**src/rtl/mem_access_ctrl.sv**
```systemverilog
// Load/store front end for data_mem: word loads/stores, byte loads with lane select and
// sign/zero extension, and byte stores through read-modify-write (data_mem has no byte enables).
module mem_access_ctrl #(
  parameter int unsigned ADDR_W          = 16,
  parameter int unsigned DATA_W          = 16,
  parameter bit          ERR_ON_MISALIGN = 1'b1
) (
  input  logic              clk,
  input  logic              rst,
  input  logic              req_valid,
  output logic              req_ready,
  input  logic              req_write,
  input  logic              req_byte,
  input  logic              req_signed,
  input  logic [ADDR_W-1:0] req_addr,
  input  logic [DATA_W-1:0] req_wdata,
  output logic              resp_valid,
  output logic [DATA_W-1:0] resp_rdata,
  output logic              resp_err,
  output logic              memr,
  output logic              memw,
  output logic [ADDR_W-1:0] addr,
  output logic [DATA_W-1:0] data_in,
  input  logic [DATA_W-1:0] mdr
);

  localparam int unsigned BYTE_W = 8;
  localparam int unsigned EXT_W  = DATA_W - BYTE_W;

  typedef enum logic [2:0] {
    IDLE, RD, RD_WAIT, WR, RMW_RD, RMW_WAIT, RMW_WR, RESP
  } state_t;

  state_t              state, state_nxt;
  logic                req_ready_nxt, resp_valid_nxt, resp_err_nxt, memr_nxt, memw_nxt;
  logic [DATA_W-1:0]   resp_rdata_nxt, data_in_nxt;
  logic [ADDR_W-1:0]   addr_nxt;

  // Request fields still needed after the accept edge
  logic                lat_byte, lat_signed, lat_lane;
  logic [BYTE_W-1:0]   lat_wbyte;
  logic                lat_byte_nxt, lat_signed_nxt, lat_lane_nxt;
  logic [BYTE_W-1:0]   lat_wbyte_nxt;

  logic                misaligned;
  logic [BYTE_W-1:0]   lane_byte;
  logic [DATA_W-1:0]   load_data, merged_word;

  assign misaligned = ERR_ON_MISALIGN && !req_byte && req_addr[0];

  // Lane 1 is the odd bank, carried in the upper half of the word
  assign lane_byte = lat_lane ? mdr[DATA_W-1:BYTE_W] : mdr[BYTE_W-1:0];

  always_comb begin
    load_data = mdr;
    if (lat_byte) begin
      if (lat_signed) load_data = {{EXT_W{lane_byte[BYTE_W-1]}}, lane_byte};
      else            load_data = {EXT_W'(0), lane_byte};
    end
  end

  assign merged_word = lat_lane ? {lat_wbyte, mdr[BYTE_W-1:0]}
                                : {mdr[DATA_W-1:BYTE_W], lat_wbyte};

  // Next-state and next-output logic
  always_comb begin
    state_nxt      = state;
    addr_nxt       = addr;
    data_in_nxt    = '0;
    resp_rdata_nxt = resp_rdata;
    resp_err_nxt   = resp_err;
    lat_byte_nxt   = lat_byte;
    lat_signed_nxt = lat_signed;
    lat_lane_nxt   = lat_lane;
    lat_wbyte_nxt  = lat_wbyte;

    case (state)
      IDLE: begin
        if (req_valid && req_ready) begin
          addr_nxt       = {req_addr[ADDR_W-1:1], 1'b0};
          lat_byte_nxt   = req_byte;
          lat_signed_nxt = req_signed;
          lat_lane_nxt   = req_addr[0];
          lat_wbyte_nxt  = req_wdata[BYTE_W-1:0];
          if (misaligned) begin
            state_nxt      = RESP;
            resp_err_nxt   = 1'b1;
            resp_rdata_nxt = '0;
          end else if (!req_write) begin
            state_nxt = RD;
          end else if (!req_byte) begin
            state_nxt   = WR;
            data_in_nxt = req_wdata;
          end else begin
            state_nxt = RMW_RD;
          end
        end
      end
      RD:       state_nxt = RD_WAIT;
      RD_WAIT: begin
        state_nxt      = RESP;
        resp_rdata_nxt = load_data;
        resp_err_nxt   = 1'b0;
      end
      WR: begin
        state_nxt      = RESP;
        resp_rdata_nxt = '0;
        resp_err_nxt   = 1'b0;
      end
      RMW_RD:   state_nxt = RMW_WAIT;
      RMW_WAIT: begin
        state_nxt   = RMW_WR;
        data_in_nxt = merged_word;
      end
      RMW_WR: begin
        state_nxt      = RESP;
        resp_rdata_nxt = '0;
        resp_err_nxt   = 1'b0;
      end
      RESP:     state_nxt = IDLE;
      default:  state_nxt = IDLE;
    endcase

    req_ready_nxt  = (state_nxt == IDLE);
    resp_valid_nxt = (state_nxt == RESP);
    memr_nxt       = (state_nxt == RD) || (state_nxt == RMW_RD);
    memw_nxt       = (state_nxt == WR) || (state_nxt == RMW_WR);
  end

  // State and registered outputs
  always_ff @(posedge clk) begin
    if (rst) begin
      state      <= IDLE;
      req_ready  <= 1'b1;
      resp_valid <= 1'b0;
      resp_rdata <= '0;
      resp_err   <= 1'b0;
      memr       <= 1'b0;
      memw       <= 1'b0;
      addr       <= '0;
      data_in    <= '0;
      lat_byte   <= 1'b0;
      lat_signed <= 1'b0;
      lat_lane   <= 1'b0;
      lat_wbyte  <= '0;
    end else begin
      state      <= state_nxt;
      req_ready  <= req_ready_nxt;
      resp_valid <= resp_valid_nxt;
      resp_rdata <= resp_rdata_nxt;
      resp_err   <= resp_err_nxt;
      memr       <= memr_nxt;
      memw       <= memw_nxt;
      addr       <= addr_nxt;
      data_in    <= data_in_nxt;
      lat_byte   <= lat_byte_nxt;
      lat_signed <= lat_signed_nxt;
      lat_lane   <= lat_lane_nxt;
      lat_wbyte  <= lat_wbyte_nxt;
    end
  end

endmodule

```
**config.mk**
```make
export PLATFORM = sky130hd
export DESIGN_NAME = mem_access_ctrl
export DESIGN_NICKNAME = d
export VERILOG_FILES = /design/src/rtl/mem_access_ctrl.sv
export SDC_FILE = /design/constraint.sdc
export NUM_CORES = 1
export LEC_CHECK = 0
export BUFFER_PORTS_ARGS = -buffer_cell sky130_fd_sc_hd__buf_4
export CAP_MARGIN = 20
export CORE_ASPECT_RATIO = 1.5
export CORE_MARGIN = 4
export CORE_UTILIZATION = 25
export DETAILED_ROUTE_END_ITERATION = 7
export HOLD_SLACK_MARGIN = 0.15
export PLACE_DENSITY = 0.49
export SYNTH_ARGS = -nofsm -noshare
export SYNTH_HDL_FRONTEND = slang
export SYNTH_SLANG_ARGS = --single-unit
```
**constraint.sdc**
```tcl
create_clock -name clk -period 2.2 [get_ports clk]
set_clock_uncertainty 0.15 [all_clocks]
set_input_delay 0.55 -clock clk [delete_from_list [all_inputs] [get_ports clk]]
set_output_delay 0.55 -clock clk [all_outputs]
set_load 0.02 [all_outputs]
```
# Word level (Yosys, flattened, before mapping)
# Cells that the tools add are included.
dict set report totals {
  word_cells 61
  out_inout_bits 53
  romBits 0
  in_bits 54
  ff_bits 66
  memories 0
  latch_bits 0
  ram_bits 0
}
dict set report classes {
  shifts 0
  n_addsub 0
  muxes 20
  eq_ne 14
  mul 0
  magnitude_cmp 0
  reduce_logical 14
  div_mod_pow 0
  bitwise 0
}
# cell count
set op_table {}
lappend op_table {{16-bit 2-to-1 mux} 9}
lappend op_table {{16-bit case mux with 3 select lines} 1}
lappend op_table {{16-bit case mux with 2 select lines} 1}
lappend op_table {{3-bit == test (second input constant)} 7}
lappend op_table {{3-bit case mux with 6 select lines} 1}
lappend op_table {{3-bit 2-to-1 mux} 4}
lappend op_table {{3-bit by 2-bit == test with 1-bit output (second input constant)} 3}
lappend op_table {{8-bit 2-to-1 mux} 1}
lappend op_table {{3-bit by 1-bit == test with 1-bit output (second input constant)} 2}
lappend op_table {{3-bit logical NOT} 2}
lappend op_table {{3-bit AND reduction} 2}
lappend op_table {{2-bit != test (second input constant)} 2}
lappend op_table {{3-bit nonzero test} 1}
lappend op_table {{3-bit OR reduction} 1}
lappend op_table {{1-bit logical AND} 2}
lappend op_table {{1-bit logical OR} 2}
lappend op_table {{1-bit 2-to-1 mux} 2}
lappend op_table {{1-bit case mux with 2 select lines} 1}
lappend op_table {{2-bit AND reduction} 1}
lappend op_table {{2-bit nonzero test} 1}
lappend op_table {{2-bit OR reduction} 1}
lappend op_table {{1-bit logical NOT} 1}

# Logic depth before layout (Yosys ltp)
# Gate-level depths: netlist of run 1.
dict set report logic_depth {
  depth_word 7
  ltp_mapped 6
  depth_no_buf 3
}

# Least setup slack after synthesis of run 1
# No wires, ideal clock.
dict set report synth_timing {
  path_kind {register -> register}
  startpoint {register state[1]}
  endpoint {register data_in[10]}
  t_arrival_ns 1.696
  required_time_ns 1.962
  path_stages_with_launch 6
  setup_time_ns 0.088
  period_less_slack_ns 1.934
  path_slack_ns 0.266
  path_buffers 2
  cell_sequence {dfxtp_1 > buf_6 > or3_4 > or4_1 > buf_4 > o32ai_2}
}
dict set report synth_between {
  elab_chain_cells 2
  word_cells_on_any_way 3
  classes_between {eq/ne (1); mux (1); reduce/logical (1)}
}
# item line_no
set synth_lines {}
lappend synth_lines {{start, declared} 34} ;# state_t state, state_nxt;
lappend synth_lines {{start signal, assigned} 147} ;# state <= state_nxt;
lappend synth_lines {{3-bit == test / 3-bit logical NOT (equally long branches)} 77} ;# case (state)
lappend synth_lines {{16-bit case mux with 2 select lines *} 77}
lappend synth_lines {{end signal, assigned} 155} ;# data_in <= data_in_nxt;
lappend synth_lines {{end, declared} 23} ;# output logic [DATA_W-1:0] data_in,
# Mark *: on every way between the ends. The rest lies on a longest branch, timed or not.
# A chain may end at the register's enable or synchronous reset.

# Worst setup path after layout of run 1
dict set report layout_timing {
  startpoint {register state[1]}
  endpoint {register data_in[4]}
}
# The elaborated chain is that of the path after synthesis.

==> results of run 1 <==
worst max-delay path, stage by stage, from the launching register on:
cell and delay, ns:
sky130_fd_sc_hd__dfxtp_1 0.31, sky130_fd_sc_hd__or3_4 0.38, sky130_fd_sc_hd__or4_1 0.70, sky130_fd_sc_hd__o32ai_2 0.31
worst paths after layout:
path / start / end / slack (ns) / cells after the start
max: state[1] / data_in[4] / 0.27 / 3
max reg2reg: state[1] / data_in[4] / 0.27 / 3
min reg2reg: resp_err / resp_err / 0.30 / 2
min: resp_err / resp_err / 0.30 / 2
flip-flops by register name, summed over array words and instances (netlist names):
signal and flops:
data_in 16, resp_rdata 16, addr 15, lat_wbyte 8
state 3, lat_byte 1, lat_lane 1, lat_signed 1
memr 1, memw 1, req_ready 1, resp_err 1
resp_valid 1
layout by cell type, fill, tap and decap left out, types with 6 or more instances in the layout:
master,Yosys,routed
sky130_fd_sc_hd__mux2i_1,25,25
sky130_fd_sc_hd__o21ai_0,16,16
sky130_fd_sc_hd__buf_4,2,125
sky130_fd_sc_hd__a21oi_1,29,29
sky130_fd_sc_hd__inv_1,10,10
sky130_fd_sc_hd__o21ai_1,10,10
sky130_fd_sc_hd__o32ai_1,8,8
sky130_fd_sc_hd__a41o_1,10,10
sky130_fd_sc_hd__o2bb2ai_1,8,8
sky130_fd_sc_hd__dfxtp_1,66,66
sky130_fd_sc_hd__clkbuf_16,0,9
sky130_fd_sc_hd__nor2_1,21,21
sky130_fd_sc_hd__nand3_1,28,28
sky130_fd_sc_hd__nand2_1,12,12
sky130_fd_sc_hd__o32ai_2,6,6
cell type report:
class / count / area, um^2 / share of cell area, %
Multi-Input combinational cell: 204 / 1420 / 33.6
Sequential cell: 66 / 1320 / 31.3
Clock inverter: 7 / 93.8 / 2.23
Tap cell: 147 / 184 / 4.36
Inverter: 10 / 37.5 / 0.890
Timing Repair Buffer: 125 / 938 / 22.3
Clock buffer: 9 / 225 / 5.34
Yosys cell counts, drive strengths merged, types with 2 or more instances:
library cell and number:
nor3 2, o2bb2ai 8, buf 6, mux2i 25
and2 2, o32ai 14, o21ai 26, or2 2
dfxtp 66, nor2 21, a41o 10, a21oi 29
mux2 2, inv 10, nand3 28, o211ai 3
clkbuf 21, nand2 12
power by group:
group          switching, mW  internal (mW)
Combinational          0.654          0.426
Clock                  0.552          0.989
Sequential            0.0640           1.31
metal layers:
metal	global-route usage [%]	part of all wire, %	up-vias
li1	-	-	1362
met2	25.8	52	79
met3	4.91	7.1	6
met5	0	0	-
met1	17.4	40	1348
met4	3.82	0.80	0
logic make-up after synthesis:
group / Yosys count
AO/OA/AOI/OAI: 101
XOR/XNOR: 1
buffers and inverters: 37
flip-flops: 66
multiplexers: 27
other: 1
AND/OR/NAND/NOR: 74
==> metrics.sh, run 1 <==
SYNTH_ENABLE_FLOP_CELLS=0
NETLIST_TOP_CELLS_AREA='sky130_fd_sc_hd__dfxtp_1 (46%), sky130_fd_sc_hd__mux2i_1 (8.7%), sky130_fd_sc_hd__a21oi_1 (5.0%)'
NETLIST.AREA_LEADER.SHARE_PCT=45.8
SYNTH_FLOP_TYPE='sky130_fd_sc_hd__dfxtp_1'
ANTENNA_FOUND_INITIAL=0
CTS_HOLD_BUFFERS=0
CTS.SINK_COUNT=66
MAXIMUM_NUMBER_OF_PINS_ON_ONE_NET_BEFORE_GLOBAL_ROUTE_REPAIR=31
POST_SYNTH_INST_COUNT=307
SYN_AREA_UM2=2890
PATH_CATEGORY_OF_THE_WORST_MIN_DELAY_CHECK='flop to flop'
SYNTH.YOSYS.SEQ_AREA_SHARE_PCT=45.8
TIGHTEST_SLEW_NS=0.576
AVERAGE_DETAILED_ROUTED_WIRE_LENGTH_PER_INSTANCE_UM=17.2
FINALHOLDWORSTSLACK_NS=0.302
TOTALNEGATIVESETUPSLACK_NS=0
FLOORPLAN.INITIALDENSITY_PCT=25.8
VIAS_PER_CELL=4.92
FINALNETCOUNT=470
TRITONCTS='done'
PLACED_CELLS=552
FIN_TOTAL_PWR_mW=4.00
CLOCK_INSERTION_DELAY_WORST_SKEW_NS=0.33
MAXSLEWHEADROOM_PCT=61.4
ASYNC_FLOP_SHARE_PCT=0
DIE_X_UM=95.7
PLACEMENTROWS=47
LAYOUT-DRIVE-GT1-SHARE_PCT=37.1
TIMING.FINAL.CRIT_PERIOD_NS=1.93
DR_TOTAL_VIAS=2795
CTS_MADE_BUFFERS=9
CRITICAL_PATH.STARTPOINT_TYPE='flop'
COMBINATIONAL_FAMILY_WITH_THE_MOST_AREA_AFTER_SYNTHESIS='compound AO/OA/AOI/OAI gates'
DETAIL-ROUTE-ANTENNA-NETS=0
GRT_SETUP_UNREPAIRED='false'
SETUP_WS_NS=0.275
ROUTE.FINAL.WIRE_LENGTH_MM=9.79
CRITICAL_PATH_AT_NS=2.02
SYNTH_COMPOUND_AREA_SHARE_PCT=25.8
DESIGN.DIE.AREA_UM2=13400
CTS_ROOT_BUFFER='sky130_fd_sc_hd__clkbuf_16'
POWER_DENSITY_nW_PER_UM2=947
PATH_CLK_SLEW_NS=0.06
FINAL-INSTANCE-COUNT-EXCL-FILL=568
AREA_DELTA_SYNTH_FINAL_PCT=46.1
PRE_CTS_WS_NS=0.101
MAX_FREQ_MHz=519
PATH_TYPE_OF_THE_WORST_SETUP_PATH='flop to flop'
RUN_STATUS='complete, no violations'
POST_CTS_RESIZED=0
DRC=0
FINAL_HOLD_VIOLATIONS=0
MAX-CLOCK-PATH-BUFFERS=2
SYNTH_NETS=361
SYNTH.AREA.MUX_SHARE_PCT=9.45
FINAL.PERIOD_UTILIZATION_PCT=87.5
POSTLAYOUTCOREUTIL_PCT=37.7
INITIAL_DRC_COUNT=110
VDD.IR_DROP.WORST_uV=398
MAXCAPVIOLATIONS=0
FINAL.FILL_COUNT=1187
FP.COREAREA_UM2=11200
HPWLAFTERDP_MM=7.11
PORT-BUFFER-COUNT=105
DIE_HEIGHT_UM=140
SYNTH.FF_LATCH_COUNT=66
SETUP_VIOL=0
ANTENNA_CELLS=0
PLACE_CONGESTION=0.799
GRT_OVERFLOW_TOTAL=0
SYNTH_LARGEST_AREA_CELL='sky130_fd_sc_hd__dfxtp_1'
GRT_PASS1_VIAS=2818
GRT_USE_TOTAL_PCT=14.9
STATIC-LEAKAGE-POWER_nW=1.81
YOSYS.CELL_TYPES.COUNT=45
CRITICAL_PATH.ENDPOINT_TYPE='flop'
BOUNDARYPINS=107
TIMING.CRITICAL_PATH.FANOUT_MAX=6
FIRSTDRTPASSITERS=6
CTS_SETUP_BUFFERS=0
POST-ROUTE-CELL-AREA_UM2=4220
CP.REQUIRED_NS=2.30
SYNTH_SIMPLE_GATE_AREA_SHARE_PCT=13.2
SYNTH-WARNING-COUNT=0
GRT_FIRST_PASS_WIRELENGTH_MM=15.3
SYNTHADDERAREAFRAC_PCT=0
DETAILED_PLACE.AREA_UM2=3900
SYNTH_XOR_XNOR_AREA_SHARE_PCT=0.303
MEAN_INSTANCE_SIZE_IN_THE_SYNTHESIZED_NETLIST_UM2=9.40
CLOCK_TREE.HTREE_LEVEL_COUNT=3
MAXSLEWVIOLCOUNT=0
No activity file was read; power rests on OpenSTA's default activity.
==> run 2, diff against run 1 <==
--- a/config.mk
+++ b/config.mk
@@ -8,11 +8,12 @@
 export BUFFER_PORTS_ARGS = -buffer_cell sky130_fd_sc_hd__buf_4
 export CAP_MARGIN = 20
 export CORE_ASPECT_RATIO = 1.5
-export CORE_MARGIN = 4
+export CORE_MARGIN = 1.5
 export CORE_UTILIZATION = 25
 export DETAILED_ROUTE_END_ITERATION = 7
 export HOLD_SLACK_MARGIN = 0.15
 export PLACE_DENSITY = 0.49
+export REMOVE_ABC_BUFFERS = 1
 export SYNTH_ARGS = -nofsm -noshare
 export SYNTH_HDL_FRONTEND = slang
 export SYNTH_SLANG_ARGS = --single-unit
==> run 2 against run 1 <==
Effect of this change:
- critical path depth stayed put
- design area is 0.42% higher
- die area is 8.6% lower
- global-route usage is 1.0 points higher
- maximum frequency is 1.7% lower
- final cell count is 0.18% higher
- via count is 1.3% lower
- hold slack worse by 0.0015 ns
- combinational power hardly changed
- critical endpoint is now data_in[12]
- largest cell class unchanged
- largest power group unchanged
- highest routed layer unchanged
==> metrics.sh, run 2 (synthesis gave the netlist of run 1 again) <==
DESIGN.DIE.AREA_UM2=12200  # was 13,400 um^2
HPWLAFTERDP_MM=6.72  # was 7.11 mm
PATH_TYPE_OF_THE_WORST_SETUP_PATH='flop to flop'  # unchanged
DIE_X_UM=90.7  # was 95.7 um
CTS_MADE_BUFFERS=9  # unchanged
MAX-CLOCK-PATH-BUFFERS=2  # unchanged
GRT_OVERFLOW_TOTAL=0  # unchanged
FINAL_HOLD_VIOLATIONS=0  # unchanged
VDD.IR_DROP.WORST_uV=423  # was 398 uV
STATIC-LEAKAGE-POWER_nW=1.82  # was 1.81 nW
DR_WL_MET3_UM=533  # was 698 um
FIRSTDRTPASSITERS=5  # was 6
PORT-BUFFER-COUNT=105  # unchanged
RUN_STATUS='complete, no violations'  # unchanged
FINALNETCOUNT=471  # was 470
CRITICAL_PATH_AT_NS=2.05  # was 2.02 ns
GRT_USE_TOTAL_PCT=15.9  # was 14.9%
DRC=0  # unchanged
SETUP_VIOL=0  # unchanged
MAXSLEWHEADROOM_PCT=62.7  # was 61.4%
PATH_CLK_SLEW_NS=0.05  # was 0.06 ns
MAX_FREQ_MHz=511  # was 519 MHz
LAYOUT.CELLS.MOST_COMMON='sky130_fd_sc_hd__buf_4'  # unchanged
TOP_LAYER_USED='met4'  # unchanged
CRITICAL_PATH.STARTPOINT_TYPE='flop'  # unchanged
POST-ROUTE-CELL-AREA_UM2=4230  # was 4220 um^2
CLOCK_INSERTION_DELAY_WORST_SKEW_NS=0.33  # about the same
POST_CTS_RESIZED=0  # unchanged
FLOORPLAN.INITIALDENSITY_PCT=26.0  # was 25.8%
AVERAGE_DETAILED_ROUTED_WIRE_LENGTH_PER_INSTANCE_UM=16.7  # was 17.2 um
PLACED_CELLS=553  # was 552
MOSTFREQUENTLAYOUTCELLS='sky130_fd_sc_hd__buf_4 (126), sky130_fd_sc_hd__dfxtp_1 (66), sky130_fd_sc_hd__a21oi_1 (29)'  # was sky130_fd_sc_hd__buf_4 (125), sky130_fd_sc_hd__dfxtp_1 (66), sky130_fd_sc_hd__a21oi_1 (29)
VIAS_PER_CELL=4.85  # was 4.92
CP.REQUIRED_NS=2.29  # was 2.30 ns
PLACE_CONGESTION=0.814  # was 0.799
MAXCAPVIOLATIONS=0  # unchanged
BOUNDARYPINS=107  # unchanged
TRITONCTS='done'  # unchanged
PATH_CELLS='or3_4 -> or4_1 -> o32ai_2'  # unchanged
SETUP_WS_NS=0.241  # was 0.275 ns
CRITICAL_PATH.ENDPOINT_TYPE='flop'  # unchanged
FINAL-INSTANCE-COUNT-EXCL-FILL=569  # was 568
DETAIL-ROUTE-ANTENNA-NETS=0  # unchanged
CTS.SINK_COUNT=66  # unchanged
POWER_DENSITY_nW_PER_UM2=950  # was 947 nW/um^2
METAL_1_WL_MM=3.72  # was 3.91 mm
MAXSLEWVIOLCOUNT=0  # unchanged
TIGHTEST_SLEW_NS=0.558  # was 0.576 ns
LAYOUT-DRIVE-GT1-SHARE_PCT=37.2  # was 37.1%
TIMING.FINAL.CRIT_PERIOD_NS=1.96  # was 1.93 ns
ANTENNA_FOUND_INITIAL=0  # unchanged
DETAILED_PLACE.AREA_UM2=3910  # was 3900 um^2
CTS_ROOT_BUFFER='sky130_fd_sc_hd__clkbuf_16'  # unchanged
ROUTE.FINAL.WIRE_LENGTH_MM=9.50  # was 9.79 mm
FP.COREAREA_UM2=11100  # was 11,200 um^2
PLACEMENTROWS=47  # unchanged
DR_TOTAL_VIAS=2759  # was 2,795
CTS_HOLD_BUFFERS=0  # unchanged
GRT_PASS1_VIAS=2893  # was 2,818
PRE_CTS_WS_NS=0.0443  # was 0.101 ns
CTS_SETUP_BUFFERS=0  # unchanged
MAXIMUM_NUMBER_OF_PINS_ON_ONE_NET_BEFORE_GLOBAL_ROUTE_REPAIR=31  # unchanged
INITIAL_DRC_COUNT=103  # was 110
MET2_WIRELENGTH_MM=5.22  # was 5.10 mm
WORST_PATH_LARGEST_CELL_DELAY_NS=0.72  # was 0.70 ns
CRIT_SLOWEST_CELL='sky130_fd_sc_hd__or4_1'  # unchanged
FINAL.PERIOD_UTILIZATION_PCT=89.0  # was 87.5%
GRT_FIRST_PASS_WIRELENGTH_MM=15.0  # was 15.3 mm
PATH_CATEGORY_OF_THE_WORST_MIN_DELAY_CHECK='flop to flop'  # unchanged
REG.LARGEST.LIST='data_in (16), resp_rdata (16), addr (15)'  # unchanged
TIMING.CRITICAL_PATH.FANOUT_MAX=6  # unchanged
ANTENNA_CELLS=0  # unchanged
DIE_HEIGHT_UM=135  # was 140 um
AREA_DELTA_SYNTH_FINAL_PCT=46.7  # was 46.1%
GRT_SETUP_UNREPAIRED='false'  # unchanged
POSTLAYOUTCOREUTIL_PCT=38.1  # was 37.7%
CLOCK_TREE.HTREE_LEVEL_COUNT=3  # unchanged
## run 2: layer usage
metal  global-route usage (%)  vias to the layer above
li1                         -                     1355
met1                     17.8                     1317
met2                     28.7                       84
met3                     3.49                        3
met4                     7.05                        0
met5                        0                        -
## run 2: worst paths after layout
check	startpoint	endpoint	slack (ns)	depth (start not counted)
max	state[1]	data_in[12]	0.24	3
min	resp_err	resp_err	0.30	2
min reg2reg	resp_err	resp_err	0.30	2
max reg2reg	state[1]	data_in[12]	0.24	3
## run 2: stage by stage
step / power (mW) / hold slack [ns] / TNS [ns]
final: 4.02 / 0.301 / 0
after global routing: 4.22 / 0.302 / 0
after CTS: 4.08 / 0.300 / 0
after detailed placement: 2.49 / 0.298 / 0
after global placement: 2.48 / 0.295 / 0
after floorplan: 1.97 / 0.303 / -0.289
## run 2: worst max-delay path, delay by kind of cell, from the launching register on
| kind | cells | cell delay [ns] |
|---|---|---|
| simple gates | 2 | 1.10 |
| flops | 1 | 0.31 |
| compound gates | 1 | 0.31 |
## run 2: layout make-up
type | instances | area (um^2)
repair buffers | 126 | 946
clock buffers | 10 | 239
inverters | 10 | 37.5
multi-input cells | 204 | 1420
flip-flops and latches | 66 | 1320
clock inverters | 6 | 90.1
well taps | 147 | 184
fillers | 1158 | 6880
## run 2: report_power, final
part / total [mW] / internal (mW) / switching, mW
Sequential: 1.37 / 1.31 / 0.0619
Combinational: 1.09 / 0.420 / 0.668
Clock: 1.56 / 1.02 / 0.541
Total: 4.02 / 2.75 / 1.27
